$ cat config.mk
export PLATFORM = sky130hd
export DESIGN_NAME = bsr_block_sched
export DESIGN_NICKNAME = d
export VERILOG_FILES = /design/src/rtl/bsr_pkg.sv /design/src/rtl/bsr_block_sched.sv
export SDC_FILE = /design/constraint.sdc
export NUM_CORES = 1
export LEC_CHECK = 0
export CAP_MARGIN = 40
export CORE_MARGIN = 4
export CORE_UTILIZATION = 51
export DETAILED_ROUTE_END_ITERATION = 16
export GPL_TIMING_DRIVEN = 0
export PLACE_DENSITY_LB_ADDON = 0.15
export SLEW_MARGIN = 20
export SYNTH_ARGS = -nofsm -noshare
export SYNTH_HDL_FRONTEND = slang
export SYNTH_SLANG_ARGS = --single-unit
$ cat constraint.sdc
create_clock -name clk -period 5.8 [get_ports clk]
set_clock_uncertainty 0.1 [all_clocks]
set_input_delay 0.58 -clock clk [delete_from_list [all_inputs] [get_ports clk]]
set_output_delay 0.58 -clock clk [all_outputs]
set_load 0.02 [all_outputs]
$ cat src/rtl/bsr_pkg.sv
// Shared types and constants for the BSR block scheduler.
package bsr_pkg;

    localparam int BLOCK_DIM       = 14;
    localparam int BEATS_PER_BLOCK = 25;
    localparam int BLOCK_BYTES     = BEATS_PER_BLOCK * 8;
    localparam int DESC_WGT_W      = 17;

    typedef enum logic [2:0] {
        ST_IDLE,
        ST_RD_PTR0,
        ST_RD_PTR,
        ST_ROW_CHK,
        ST_RD_COL,
        ST_EMIT,
        ST_DONE
    } bsr_state_e;

    typedef struct packed {
        logic [15:0]           row;
        logic [15:0]           col;
        logic [DESC_WGT_W-1:0] wgt_addr;
        logic                  last_in_row;
        logic                  last;
    } bsr_desc_t;

endpackage

$ cat src/rtl/bsr_block_sched.sv
// Walks BSR row_ptr/col_idx metadata and emits one descriptor per non-zero
// weight block (row, column, weight byte address) to the compute front end.
module bsr_block_sched #(
    parameter int BRAM_ADDR_W     = 10,
    parameter int BEATS_PER_BLOCK = 25
) (
    input  logic                   clk,
    input  logic                   rst_n,
    input  logic                   start,
    input  logic [31:0]            csr_num_rows,
    output logic                   busy,
    output logic                   done,
    output logic                   error,
    output logic                   row_ptr_re,
    output logic [BRAM_ADDR_W-1:0] row_ptr_raddr,
    input  logic [31:0]            row_ptr_rdata,
    output logic                   col_idx_re,
    output logic [BRAM_ADDR_W-1:0] col_idx_raddr,
    input  logic [15:0]            col_idx_rdata,
    output logic                   out_valid,
    input  logic                   out_ready,
    output logic [15:0]            out_row,
    output logic [15:0]            out_col,
    output logic [BRAM_ADDR_W+6:0] out_wgt_addr,
    output logic                   out_last_in_row,
    output logic                   out_last
);
    import bsr_pkg::*;

    localparam int          WGT_W    = BRAM_ADDR_W + 7;
    localparam logic [31:0] STRIDE   = 32'(BEATS_PER_BLOCK * 8);
    localparam logic [31:0] MAX_ROWS = 32'((1 << BRAM_ADDR_W) - 1);

    bsr_state_e       state_q, state_d;
    logic             phase_q, phase_d;
    logic [31:0]      nrows_q, nrows_d;
    logic [31:0]      r_q, r_d;
    logic [31:0]      k_q, k_d;
    logic [31:0]      end_q, end_d;
    logic [WGT_W-1:0] acc_q, acc_d;
    logic             error_q, error_d;
    bsr_desc_t        desc_q, desc_d;

    logic [31:0]      k_inc;
    logic             last_row;

    assign k_inc    = k_q + 32'd1;
    assign last_row = (r_q == nrows_q - 32'd1);

    always_ff @(posedge clk or negedge rst_n) begin
        if (!rst_n) begin
            state_q <= ST_IDLE;
            phase_q <= 1'b0;
            nrows_q <= '0;
            r_q     <= '0;
            k_q     <= '0;
            end_q   <= '0;
            acc_q   <= '0;
            error_q <= 1'b0;
            desc_q  <= '0;
        end else begin
            state_q <= state_d;
            phase_q <= phase_d;
            nrows_q <= nrows_d;
            r_q     <= r_d;
            k_q     <= k_d;
            end_q   <= end_d;
            acc_q   <= acc_d;
            error_q <= error_d;
            desc_q  <= desc_d;
        end
    end

    always_comb begin
        state_d       = state_q;
        phase_d       = phase_q;
        nrows_d       = nrows_q;
        r_d           = r_q;
        k_d           = k_q;
        end_d         = end_q;
        acc_d         = acc_q;
        error_d       = error_q;
        desc_d        = desc_q;
        row_ptr_re    = 1'b0;
        row_ptr_raddr = '0;
        col_idx_re    = 1'b0;
        col_idx_raddr = '0;
        out_valid     = 1'b0;

        case (state_q)
            ST_IDLE: begin
                if (start) begin
                    nrows_d = csr_num_rows;
                    error_d = 1'b0;
                    r_d     = '0;
                    if (csr_num_rows == 32'd0) begin
                        state_d = ST_DONE;
                    end else if (csr_num_rows > MAX_ROWS) begin
                        // row_ptr needs nrows+1 entries; refuse before touching the BRAM
                        state_d = ST_DONE;
                        error_d = 1'b1;
                    end else begin
                        state_d = ST_RD_PTR0;
                    end
                end
            end

            ST_RD_PTR0: begin
                row_ptr_re = 1'b1;
                state_d    = ST_RD_PTR;
            end

            ST_RD_PTR: begin
                row_ptr_re    = 1'b1;
                row_ptr_raddr = BRAM_ADDR_W'(r_q + 32'd1);
                // Row 0 is only reached from RD_PTR0, so rdata here holds row_ptr[0]
                if (r_q == 32'd0) begin
                    k_d   = row_ptr_rdata;
                    acc_d = WGT_W'(row_ptr_rdata * STRIDE);
                end
                state_d = ST_ROW_CHK;
            end

            ST_ROW_CHK: begin
                end_d = row_ptr_rdata;
                if (row_ptr_rdata < k_q) begin
                    state_d = ST_DONE;
                    error_d = 1'b1;
                end else if (row_ptr_rdata == k_q) begin
                    if (last_row) begin
                        state_d = ST_DONE;
                    end else begin
                        r_d     = r_q + 32'd1;
                        state_d = ST_RD_PTR;
                    end
                end else begin
                    phase_d = 1'b0;
                    state_d = ST_RD_COL;
                end
            end

            ST_RD_COL: begin
                if (!phase_q) begin
                    col_idx_re    = 1'b1;
                    col_idx_raddr = k_q[BRAM_ADDR_W-1:0];
                    phase_d       = 1'b1;
                end else begin
                    desc_d.row         = r_q[15:0];
                    desc_d.col         = col_idx_rdata;
                    desc_d.wgt_addr    = DESC_WGT_W'(acc_q);
                    desc_d.last_in_row = (k_inc == end_q);
                    desc_d.last        = (k_inc == end_q) && last_row;
                    phase_d            = 1'b0;
                    state_d            = ST_EMIT;
                end
            end

            ST_EMIT: begin
                out_valid = 1'b1;
                if (out_ready) begin
                    k_d   = k_inc;
                    acc_d = acc_q + WGT_W'(STRIDE);
                    if (k_inc < end_q) begin
                        state_d = ST_RD_COL;
                    end else if (last_row) begin
                        state_d = ST_DONE;
                    end else begin
                        r_d     = r_q + 32'd1;
                        state_d = ST_RD_PTR;
                    end
                end
            end

            ST_DONE: begin
                if (!start) begin
                    state_d = ST_IDLE;
                end
            end

            default: state_d = ST_IDLE;
        endcase
    end

    assign busy            = (state_q != ST_IDLE) && (state_q != ST_DONE);
    assign done            = (state_q == ST_DONE);
    assign error           = error_q;
    assign out_row         = desc_q.row;
    assign out_col         = desc_q.col;
    assign out_wgt_addr    = WGT_W'(desc_q.wgt_addr);
    assign out_last_in_row = desc_q.last_in_row;
    assign out_last        = desc_q.last;

endmodule

== Word-level counts from Yosys, hierarchy flattened ==
Index checks and enable logic that the tools add are counted.

* $add $sub $neg: 4
* Multipliers: 1
* $lt $le $gt $ge: 3
* Equal/unequal tests: 20
* Muxes and demuxes: 39
* Reduce and logical (&&, ||, !) cells: 18

{| class="wikitable"
|+ Operator list
! cell !! count
|-
| 32-bit 2-to-1 mux || 8
|-
| 32-bit == test || 3
|-
| 32-bit one-hot mux with 3 select lines || 1
|-
| 32-bit by 1-bit adder with 32-bit output, second input constant || 2
|-
| 32-bit logical NOT || 2
|-
| 32-bit < comparator || 2
|-
| 32-bit one-hot mux with 2 select lines || 1
|-
| 17-bit 2-to-1 mux || 2
|-
| 17-bit one-hot mux with 2 select lines || 1
|-
| 32-bit by 10-bit greater-than comparator with 1-bit output, second input constant || 1
|-
| 32-bit by 5-bit multiplier with 14-bit output, second input constant || 1
|-
| 32-bit by 1-bit subtractor with 32-bit output, second input constant || 1
|-
| 10-bit 2-to-1 mux || 3
|-
| 3-bit 2-to-1 mux || 10
|-
| 3-bit one-hot mux with 7 select lines || 1
|-
| 2-bit inequality test, second input constant || 10
|-
| 17-bit by 8-bit adder with 17-bit output, second input constant || 1
|-
| 1-bit 2-to-1 mux || 10
|-
| 3-bit == test, second input constant || 3
|-
| 3-bit AND reduction || 3
|-
| 3-bit by 2-bit == test with 1-bit output, second input constant || 2
|-
| 6-bit AND reduction || 1
|-
| 2-bit nonzero test || 3
|-
| 3-bit nonzero test || 2
|-
| other kinds (8) || 11
|}

* Bits in registers: 201
* Bits of input ports: 84
* Output and inout bits: 77
* Word-level logic and storage cells: 98

== Logic depth before layout (Yosys ltp) ==
Gate-level depths: netlist of run 1.

* Word-level depth: 6
* Depth in mapped cells: 21
* Depth with buffers taken out: 19

== Least setup slack after synthesis of run 1 ==
No wires, ideal clock.

* Kind: register to register
* Start: reg k_q[0]
* End: reg r_q[23]
* Library setup time: 0.121 ns
* Arrival: 4.286 ns
* Data required time: 5.579 ns
* Setup slack: 1.293 ns
* Stages on the path, launching flop included: 20
* Path buffers: 2
* Period minus slack after synthesis: 4.507 ns
* Path through: dfrtp_1 > nand3_1 > nor2_1 > and4_1 > nand3_1 > or4_1 > clkbuf_1 > nor2_1 > xnor2_1 > ha_1 > a211oi_1 > a21oi_1 > o21a_1 > o21ai_0 > o31ai_1 > o41ai_1 > nor3_2 > buf_6 > a21o_1 > a22o_1

* Longest elaborated chain between the ends: 4
* Elaborated cells on any way between the ends: 8
* Those cells by class: add/sub: 1; order compare: 2; eq/ne: 4; reduce/logical: 1

{| class="wikitable"
|+ Ends and longest elaborated chain
! item !! line !! RTL
|-
| start: declaration || bsr_block_sched.sv:38 || <nowiki>logic [31:0] k_q, k_d;</nowiki>
|-
| start signal: assignment || bsr_block_sched.sv:66 || <nowiki>k_q <= k_d;</nowiki>
|-
| 32-bit by 1-bit adder with 32-bit output || bsr_block_sched.sv:47 || <nowiki>assign k_inc = k_q + 32'd1;</nowiki>
|-
| 32-bit < comparator || bsr_block_sched.sv:163 || <nowiki>if (k_inc < end_q) begin</nowiki>
|-
| 2-bit inequality test (no line) || - ||
|-
| 6-bit AND reduction (no line) * || - ||
|-
| end signal: assignment || bsr_block_sched.sv:65 || <nowiki>r_q <= r_d;</nowiki>
|-
| end: declaration || bsr_block_sched.sv:37 || <nowiki>logic [31:0] r_q, r_d;</nowiki>
|}

Every way passes the cells marked *; elsewhere a longest branch is shown, timed or not.
A chain may end at the register's enable or synchronous reset.

== Worst setup path in the final report of run 1 ==
Same ends and word-level chain as after synthesis.

==> results.json, run 1 <==
{
  "outcome": "finished clean",
  "worstHoldPathType": "reg -> reg",
  "period_minus_slack_ns": 5.43,
  "die-width_um": 168,
  "cts_buffer_depth": 2,
  "critPathKind": "reg -> reg",
  "first_pass_iters": 6,
  "vias_per_cell": 5.69,
  "drive_above_1_share_pct": 4.23,
  "drt-initial-drc-count": 1119,
  "switchingPower_uw": 3400,
  "yosysTopAreaCellShare_pct": 37.3,
  "clk_pin_slew_ns": 0.09,
  "max_cap_viol_count": 0,
  "tns_ns": 0,
  "arrival_ns": 5.67,
  "final_core_util_pct": 62.8,
  "synth-compound-area-share_pct": 15.0,
  "max_clock_freq_mhz": 184,
  "synth_enable_flop_cells": 0,
  "crit_path_start_kind": "flip-flop",
  "design.die.area_um2": 28300,
  "hold_ws_ns": 0.377,
  "dr.max_layer_used": "met4",
  "num_vias": 12106,
  "ctsRootBufferMaster": "clkbuf_16",
  "clock-sinks": 195,
  "drv_slew": 0,
  "synthSimpleGateAreaFrac_pct": 23.4,
  "gp_congestion": 0.914,
  "port_buffers": 157,
  "initial_core_util_pct": 52.0,
  "startpoint": "k_q[0]",
  "rsz0062_at_grt": "false",
  "worstPathCellList": "nand3_1, nor2_2, and4_1, nand3_1, or4_1, clkbuf_1, nor2_1, nand3_1, xnor2_1, ha_1, o21ai_0, a21oi_1, o21a_1, o21ai_0, o31ai_2, o41ai_1, buf_2, nor3_2, buf_6, a21o_1, a22o_1",
  "switching_share_pct": 45.8,
  "final_area_um2": 15800,
  "worst_pin_slew_ns": 0.860,
  "synth_top_family_by_area": "simple AND/OR/NAND/NOR gates",
  "grt_usage_pct": 27.1,
  "required_ns": 6.03,
  "p_comb_share_pct": 51.9,
  "antenna_found_initial": 0,
  "path_max_fanout": 10,
  "synthFlopType": "dfrtp_1",
  "worstSetupEndpointType": "flip-flop",
  "layout_common_cells": "330 x nand2_1, 195 x dfrtp_1, 156 x clkdlybuf4s50_1, 118 x inv_1, 114 x o21ai_0",
  "numCtsBuffers": 17,
  "rr_endpoint": "r_q[23]",
  "r2r_start": "k_q[0]",
  "rr_worst_depth": 21,
  "dpl_cell_area_um2": 15200,
  "synth-xor-area-share_pct": 6.63,
  "synth_cells": 1599,
  "coreArea_um2": 25200,
  "max-vdd-ir-drop_v": 0.000234,
  "dieHeight_um": 168,
  "slowest_delay_ns": 0.54,
  "grt.overflow.total": 0,
  "routed_wirelength_mm": 38.6,
  "dr_wl_met2_mm": 16.9,
  "holdCritStartpoint": "out_col[3]",
  "avgSynthCellArea_um2": 8.18,
  "cp_top_family": "simple AND/OR/NAND/NOR gates",
  "cts_tree": "built",
  "yosys.area.top_type": "dfrtp_1",
  "synth_mux_area_share_pct": 1.00,
  "num_antenna_cells": 0,
  "path_common_cell": "nand3_1",
  "ys_warn_count": 0,
  "internal-power_uw": 4030,
  "ys_seq_elements": 195,
  "cp_slowest_cell": "dfrtp_1",
  "power_frac_clock_pct": 17.1,
  "finalNonFillerCells": 2127,
  "synth_area_leaders": "dfrtp_1 37%, nand2_1 9.5%, ha_1 9.4%, xnor2_1 5.3%, o21ai_0 4.4%",
  "routedWlPerCell_um": 18.1,
  "r2r_slack_ns": 0.37,
  "dp.cells": 2094,
  "final_common_cell": "nand2_1",
  "async_flop_share_pct": 100,
  "cp.depth": 21,
  "yosysSeqAreaShare_pct": 37.3,
  "grt_max_degree": 89,
  "yosysUniqueCellTypes": 72,
  "power_density_nw_per_um2": 469,
  "grt_pass1_wl_mm": 61.9,
  "wl_met1_mm": 18.1,
  "fin_nets": 1974,
  "p_leak_uw": 0.00715,
  "synth_adder_area_share_pct": 10.6,
  "hold_viol": 0,
  "rows": 58,
  "wl_met3_mm": 2.98,
  "worst_slew_margin_rel_pct": 42.2,
  "htreeDepth": 4,
  "area_growth_pct": 20.8,
  "grt_pass1_vias": 11483,
  "io_pins": 161,
  "power_frac_seq_pct": 31.0,
  "synth_area_um2": 13100,
  "dp_hpwl_mm": 29.5,
  "ant_nets": 0,
  "crit_end": "r_q[23]",
  "period_share_pct": 93.6,
  "setup_viol": 0,
  "insertion_delay_ns": 0.45,
  "cp_num_buf_inv": 3,
  "drc": 0
}
[registers in the layout, indices dropped and copies added (netlist names), 3 cells and up]
signal        flops
nrows_q          32
state_q           3
k_q              32
end_q            32
r_q              32
out_wgt_addr     14
out_col          16
out_row          16
acc_q            14
[through the flow]
| step | setup slack (ns) | power, uW |
|---|---|---|
| floorplan | 1.29 | 4800 |
| global placement | -4.28 | 6000 |
| detailed placement | 0.121 | 6110 |
| CTS | 0.0736 | 7390 |
| global route | 0.0308 | 7990 |
| finish | 0.369 | 7420 |
[timing repair]
action | in CTS | in global routing
buffers inserted | 0 | 0
hold buffers | 1 | 0
resized for setup | 0 | 4
setup endpoints to repair | 0 | 10
endpoints found under the hold margin | 45 | 0
[worst reg2reg max path: stages, from the launching register on]
cell and delay [ns]:
dfrtp_1 0.54, nand3_1 0.23, nor2_2 0.27, and4_1 0.30, nand3_1 0.26, or4_1 0.48
clkbuf_1 0.19, nor2_1 0.31, nand3_1 0.20, xnor2_1 0.17, ha_1 0.29, o21ai_0 0.09
a21oi_1 0.06, o21a_1 0.17, o21ai_0 0.26, o31ai_2 0.20, o41ai_1 0.39, buf_2 0.22
nor3_2 0.08, buf_6 0.19, a21o_1 0.16, a22o_1 0.17
[final cells by class]
class                           count  area (um2)
Buffer                             80         345
Clock buffer                       17         425
Clock inverter                     15         208
Fill cell                        2172        9370
Inverter                          120         450
Multi-Input combinational cell   1206        7420
Sequential cell                   195        4880
Tap cell                          330         413
Timing Repair Buffer              164        1660
[metal layers]
layer  global-route usage, %  up-vias
li1                        -     5842
met1                    40.2     5758
met2                    41.5      459
met3                    5.68       47
met4                    5.33        0
met5                       0        -
[cells in the mapped netlist (all sizes together), types with 19 or more instances]
library cell and number:
nor4 21, xor2 20, nand3 36, a21oi 94
nor3 46, inv 120, nor2 97, clkbuf 61
dfrtp 195, buf 19, o21ai 126, a21o 26
nand2 330, or3 22, xnor2 79, nand4 26
ha 98
[power groups by stage]
stage	clock network [uW]	logic [uW]	registers, uW
6_report	1270	3850	2300
5_1_grt	1350	4280	2370
4_1_cts	1280	3820	2290
3_5_place_dp	0	3790	2320
3_3_place_gp	0	3690	2310
2_1_floorplan	0	2480	2330
[how the worst min path moves through the flow]
stage,endpoint,depth (start not counted),slack (ns)
final,out_col[3],2,0.38
after global routing,out_col[12],2,0.40
after CTS,out_col[3],2,0.38
after detailed placement,out_col[3],2,0.36
after global placement,out_wgt_addr[7],2,0.36
after floorplan,acc_q[10],0,0.18
[kinds of logic after synthesis]
logic type | count (synthesis)
simple gates | 650
compound gates | 335
buf+inv | 200
flops | 195
fa+ha+maj | 106
xor+xnor | 99
mux | 13
other cells | 1
Note: power is estimated with default switching activity, not from simulation.
==> inputs of run 2 (changes only) <==
CTS_BUF_LIST = sky130_fd_sc_hd__clkbuf_16   (was unset)
PLACE_DENSITY = 0.82   (was unset)
PLACE_DENSITY_LB_ADDON = unset   (was 0.15)
clock period = 6.14 ns   (was 5.8 ns; I/O delays follow)
==> run 2 against run 1 <==
  * Via count is 3.0% higher
  * Routed wire length rose by 0.23%
  * Global-route usage about the same
  * Sequential share of layout area about the same
  * Flip-flop and latch count did not move
  * Combinational power fell by 5%
  * Non-clock buffer count stayed put
  * Utilization rose by 0.065 points
  * Critical path depth fell by 3
  * Clock power about the same
  * Highest routed layer unchanged
==> results.json, run 2 (same netlist as run 1, synthesis figures left out) <==
{
  "outcome": "finished clean",
  "routedWlPerCell_um": 18.2,
  "r2r_slack_ns": 0.41,
  "rsz0062_at_grt": "false",
  "cts_tree": "built",
  "htreeDepth": 4,
  "cts_buffer_depth": 2,
  "holdPathStages": 2,
  "worst_slew_margin_rel_pct": 40.0,
  "fin_ws_ns": 0.408,
  "worstPathCellList": "nand3_1, nor2_1, and4_1, nand3_1, or4_1, clkbuf_1, nor2_1, nand3_1, xnor2_1, ha_1, nand4_1, o31ai_1, o41ai_1, clkbuf_2, nor3_2, clkbuf_1, nand4_1, mux2i_1",
  "io_pins": 161,
  "fin_nets": 1974,
  "grt_pass1_vias": 12205,
  "crit_path_start_kind": "flip-flop",
  "r2r_start": "k_q[0]",
  "max_clock_freq_mhz": 174,
  "setup_viol": 0,
  "area_growth_pct": 21.0,
  "required_ns": 6.40,
  "slowest_delay_ns": 0.65,
  "cp_top_family": "simple AND/OR/NAND/NOR gates",
  "port_buffers": 157,
  "critPathKind": "reg -> reg",
  "gp_congestion": 0.942,
  "numCtsBuffers": 17,
  "layout_common_cells": "330 x nand2_1, 195 x dfrtp_1, 156 x clkdlybuf4s50_1, 118 x inv_1, 114 x o21ai_0",
  "max-vdd-ir-drop_v": 0.000247,
  "first_pass_iters": 7,
  "worst_pin_slew_ns": 0.893,
  "design.die.area_um2": 28300,
  "rr_endpoint": "r_q[11]",
  "drt-initial-drc-count": 1343,
  "hold_ws_ns": 0.376,
  "path_common_cell": "nand3_1",
  "worstSetupEndpointType": "flip-flop",
  "rows": 58,
  "worstHoldPathType": "reg -> reg",
  "cp_num_buf_inv": 3,
  "post_cts_resized": 0,
  "period_minus_slack_ns": 5.73,
  "grt_max_degree": 84,
  "dieHeight_um": 168,
  "hold_end": "out_last_in_row",
  "grt.overflow.total": 0,
  "ctsRootBufferMaster": "clkbuf_16",
  "num_vias": 12464,
  "power_density_nw_per_um2": 450,
  "tns_ns": 0,
  "clk_pin_slew_ns": 0.07,
  "dp_slack_ns": 0.524,
  "grt_usage_pct": 27.1,
  "period_share_pct": 93.4,
  "drive_above_1_share_pct": 3.84,
  "p_total_uw": 7110,
  "coreArea_um2": 25200,
  "multi_input_area_um2": 7420,
  "final_common_cell": "nand2_1",
  "grt_pass1_wl_mm": 62.7,
  "max_cap_viol_count": 0,
  "num_antenna_cells": 0,
  "ant_nets": 0,
  "vias_per_cell": 5.86,
  "die-width_um": 168,
  "cp_slowest_cell": "o31ai_1",
  "holdCritStartpoint": "out_last_in_row",
  "rr_worst_depth": 18,
  "clock-sinks": 195,
  "path_max_fanout": 10,
  "p_leak_uw": 0.00715,
  "hold_viol": 0,
  "ff_latch_area_um2": 4880,
  "num-fill-cells": 2082,
  "drv_slew": 0,
  "dp_hpwl_mm": 29.2,
  "drc": 0,
  "routed_wirelength_mm": 38.7,
  "insertion_delay_ns": 0.44,
  "antenna_found_initial": 0,
  "initial_core_util_pct": 52.0,
  "post_cts_buffers": 0,
  "arrival_ns": 5.99
}
## run 2: cell count changes in the layout (fill, tap and decap cells not counted), sizes merged
cell / before / now
buf: 26 / 25
bufinv: 1 / 6
clkbuf: 78 / 79
clkinvlp: 0 / 2
clkinv: 7 / 4
inv: 127 / 122
## run 2: worst max path at each step
stage / slack, ns / end / cells past startpoint / startpoint
global route: 0.15 / r_q[11] / 20 / k_q[0]
detailed placement: 0.52 / r_q[21] / 20 / k_q[0]
global placement: -3.89 / nrows_q[2] / 1 / rst_n
CTS: 0.48 / r_q[21] / 20 / k_q[0]
floorplan: 1.63 / r_q[23] / 19 / k_q[0]
finish: 0.41 / r_q[11] / 18 / k_q[0]
## run 2: tightest hold or removal path, delay by kind of cell (launching register included)
| kind | cells | cell delay [ns] |
|---|---|---|
| flops | 1 | 0.35 |
| simple gates | 2 | 0.10 |
## run 2: where the power goes
part | leakage, uW | total (uW) | internal (uW) | switching [uW]
registers | 0.00245 | 2190 | 1760 | 427
clock network | 0.000312 | 1270 | 761 | 512
logic | 0.00439 | 3660 | 1460 | 2200
## run 2: area by class of cell
class                      count  area share (%)
multi-input combinational   1206            46.9
sequential                   195            30.8
timing repair buffer         164            10.5
inverter                     120            2.85
clock buffer                  17            2.69
tap                          330            2.61
buffer                        80            2.17
clock inverter                14            1.47
## run 2: layer usage
| metal | GRT usage (%) | part of all wire (%) | vias up |
|---|---|---|---|
| met1 | 38.0 | 44 | 5946 |
| met2 | 42.8 | 45 | 589 |
| met3 | 4.86 | 8.1 | 92 |
| li1 | - | - | 5837 |
| met5 | 0 | 0 | - |
| met4 | 8.65 | 2.5 | 0 |
## run 2: per-stage QoR
step           util [%]  cells  area, um2
2_1_floorplan         -   1601      13100
6_report           62.8   2126      15800
3_3_place_gp       59.9   2088      15100
3_5_place_dp       60.1   2092      15100
5_1_grt            62.8   2126      15800
4_1_cts            62.8   2124      15800
## run 2: timing repair
item / CTS / global route
setup endpoints to repair: 0 / 0
hold buffers: 1 / 0
endpoints found under the hold margin: 43 / 0
==> inputs of run 3 (changes only) <==
CORE_MARGIN = 8   (was 4)
REMOVE_ABC_BUFFERS = 1   (was unset)
==> run 3 against run 2 <==
  * Maximum frequency increased by 5.1%
  * Flip-flop and latch count is the same
  * Critical path depth unchanged
  * Sequential share of layout area rose by 0.20 points
  * Final cell count down 3.1%
  * Worst setup slack improved by 0.28 ns
  * Worst hold slack worse by 0.00058 ns
  * Clock-buffer cell count unchanged
  * Highest routed layer unchanged
  * Die area rose by 9.7%
  * Routed wire length shrank 10%
  * Sequential power rose by 3%
  * Register-to-register slack better by 0.28 ns
==> results.json, run 3 (same netlist as run 1, synthesis figures left out) <==
{
  "routed_wirelength_mm": 34.8,
  "setup_viol": 0,
  "r2r_slack_ns": 0.69,
  "gp_congestion": 0.895,
  "num_vias": 11849,
  "io_pins": 161,
  "r2r_start": "k_q[9]",
  "drc": 0,
  "required_ns": 6.40,
  "holdPathStages": 2,
  "hold_viol": 0,
  "multi_input_area_um2": 7470,
  "critPathKind": "reg -> reg",
  "power_density_nw_per_um2": 438,
  "switching_share_pct": 44.4,
  "max-vdd-ir-drop_v": 0.000233,
  "drive_above_1_share_pct": 4.74,
  "p_comb_share_pct": 50.5,
  "coreArea_um2": 25200,
  "worst_slew_margin_rel_pct": 39.7,
  "finalNonFillerCells": 2061,
  "grt_max_degree": 86,
  "arrival_ns": 5.72,
  "final_area_um2": 15700,
  "initial_core_util_pct": 52.0,
  "rr_worst_depth": 18,
  "fin_nets": 1907,
  "die-width_um": 176,
  "num-fill-cells": 2118,
  "rows": 58,
  "drt-initial-drc-count": 929,
  "grt_pass1_wl_mm": 56.9,
  "cts_buffer_depth": 2,
  "antenna_found_initial": 1,
  "post_cts_buffers": 0,
  "outcome": "finished clean",
  "clk_pin_slew_ns": 0.08,
  "htreeDepth": 4,
  "dp_hpwl_mm": 26.1,
  "layout_common_cells": "330 x nand2_1, 195 x dfrtp_1, 156 x clkdlybuf4s50_1, 118 x inv_1, 114 x o21ai_0",
  "clock-sinks": 195,
  "dieHeight_um": 176,
  "power_frac_clock_pct": 16.8,
  "tns_ns": 0,
  "holdCritStartpoint": "out_col[15]",
  "max_clock_freq_mhz": 183,
  "power_frac_seq_pct": 32.6,
  "rsz0062_at_grt": "false",
  "ant_nets": 0,
  "dpl_cell_area_um2": 15100,
  "grt_pass1_vias": 11508,
  "switchingPower_uw": 3060,
  "cts_tree": "built",
  "p_leak_uw": 0.00711,
  "port_buffers": 157,
  "dp_slack_ns": 0.720,
  "design.die.area_um2": 31000,
  "routedWlPerCell_um": 16.9,
  "final_common_cell": "nand2_1",
  "area_growth_pct": 20.2,
  "ctsRootBufferMaster": "clkbuf_16",
  "grt_usage_pct": 22.2,
  "crit_path_start_kind": "flip-flop",
  "final_core_util_pct": 62.4,
  "worstHoldPathType": "reg -> reg",
  "drv_slew": 0,
  "worst_pin_slew_ns": 0.898,
  "grt.overflow.total": 0,
  "first_pass_iters": 5,
  "path_max_fanout": 18,
  "vias_per_cell": 5.75,
  "fin_ws_ns": 0.688,
  "internal-power_uw": 3830,
  "period_share_pct": 88.8,
  "worstSetupEndpointType": "flip-flop",
  "numCtsBuffers": 17,
  "ff_latch_area_um2": 4880,
  "hold_end": "out_col[15]",
  "dp.cells": 2026,
  "max_cap_viol_count": 0,
  "rr_endpoint": "r_q[10]",
  "period_minus_slack_ns": 5.45,
  "insertion_delay_ns": 0.45
}
run 3: cell count changes in the layout (fill, tap and decap cells not counted), moves of 3 or more:
| cell | delta |
|---|---|
| clkinv_1 | -3 |
| bufinv_16 | -5 |
| buf_1 | -7 |
| buf_4 | -4 |
| clkinv_8 | +3 |
| clkbuf_1 | -61 |
| inv_8 | +4 |
| buf_16 | +6 |
run 3: routing by layer:
layer	global-route usage, %	part of all wire (%)
met1	28.3	43
met3	3.59	6.2
met2	37.5	48
met4	8.05	2.5
met5	0	0
run 3: power groups by stage:
stage | logic (uW) | registers [uW] | clock network, uW
after floorplan | 2220 | 2250 | 0
after global placement | 3200 | 2230 | 0
after detailed placement | 3430 | 2260 | 0
after CTS | 3470 | 2240 | 1180
after global routing | 3880 | 2310 | 1230
final | 3480 | 2250 | 1160
run 3: how the worst max path moves through the flow:
stage	to	from	slack [ns]	cells past startpoint
floorplan	k_q[0]	state_q[1]	1.30	7
global placement	out_col[10]	rst_n	-3.96	1
detailed placement	r_q[10]	k_q[7]	0.72	17
CTS	r_q[5]	k_q[9]	0.67	17
global route	r_q[21]	k_q[7]	0.35	18
finish	r_q[10]	k_q[9]	0.69	18
run 3: final cells by class:
type	count	area share, %
diodes	1	0.0159
clock buffers	17	2.71
clock inverters	15	1.17
inverters	120	2.86
multi-input cells	1206	47.5
flip-flops and latches	195	31.0
well taps	330	2.63
repair buffers	177	12.1
run 3: stage by stage:
stage          hold WS, ns  total power (uW)
2_1_floorplan        0.218              4470
3_3_place_gp         0.356              5430
3_5_place_dp         0.361              5700
4_1_cts              0.380              6890
5_1_grt              0.405              7410
6_report             0.375              6890
run 3: timing repair:
item | 4_1_cts | 5_1_grt
gates resized for setup | 0 | 0
endpoints found under the setup margin | 0 | 0
hold buffers | 1 | 0
endpoints found under the hold margin | 40 | 0
run 3: critical path: stages, from the launching register on:
cell and delay, ns:
dfrtp_1 0.39, inv_1 0.10, nor4_1 0.52, and4_1 0.35
nand3_1 0.28, or4_1 0.65, nor2_1 0.31, nand3_1 0.18
xnor2_1 0.16, ha_1 0.30, o21ai_0 0.09, a21oi_1 0.07
o21a_1 0.17, o21ai_0 0.14, o31ai_1 0.14, o41ai_2 0.66
a21o_2 0.42, inv_2 0.15, a31oi_1 0.19
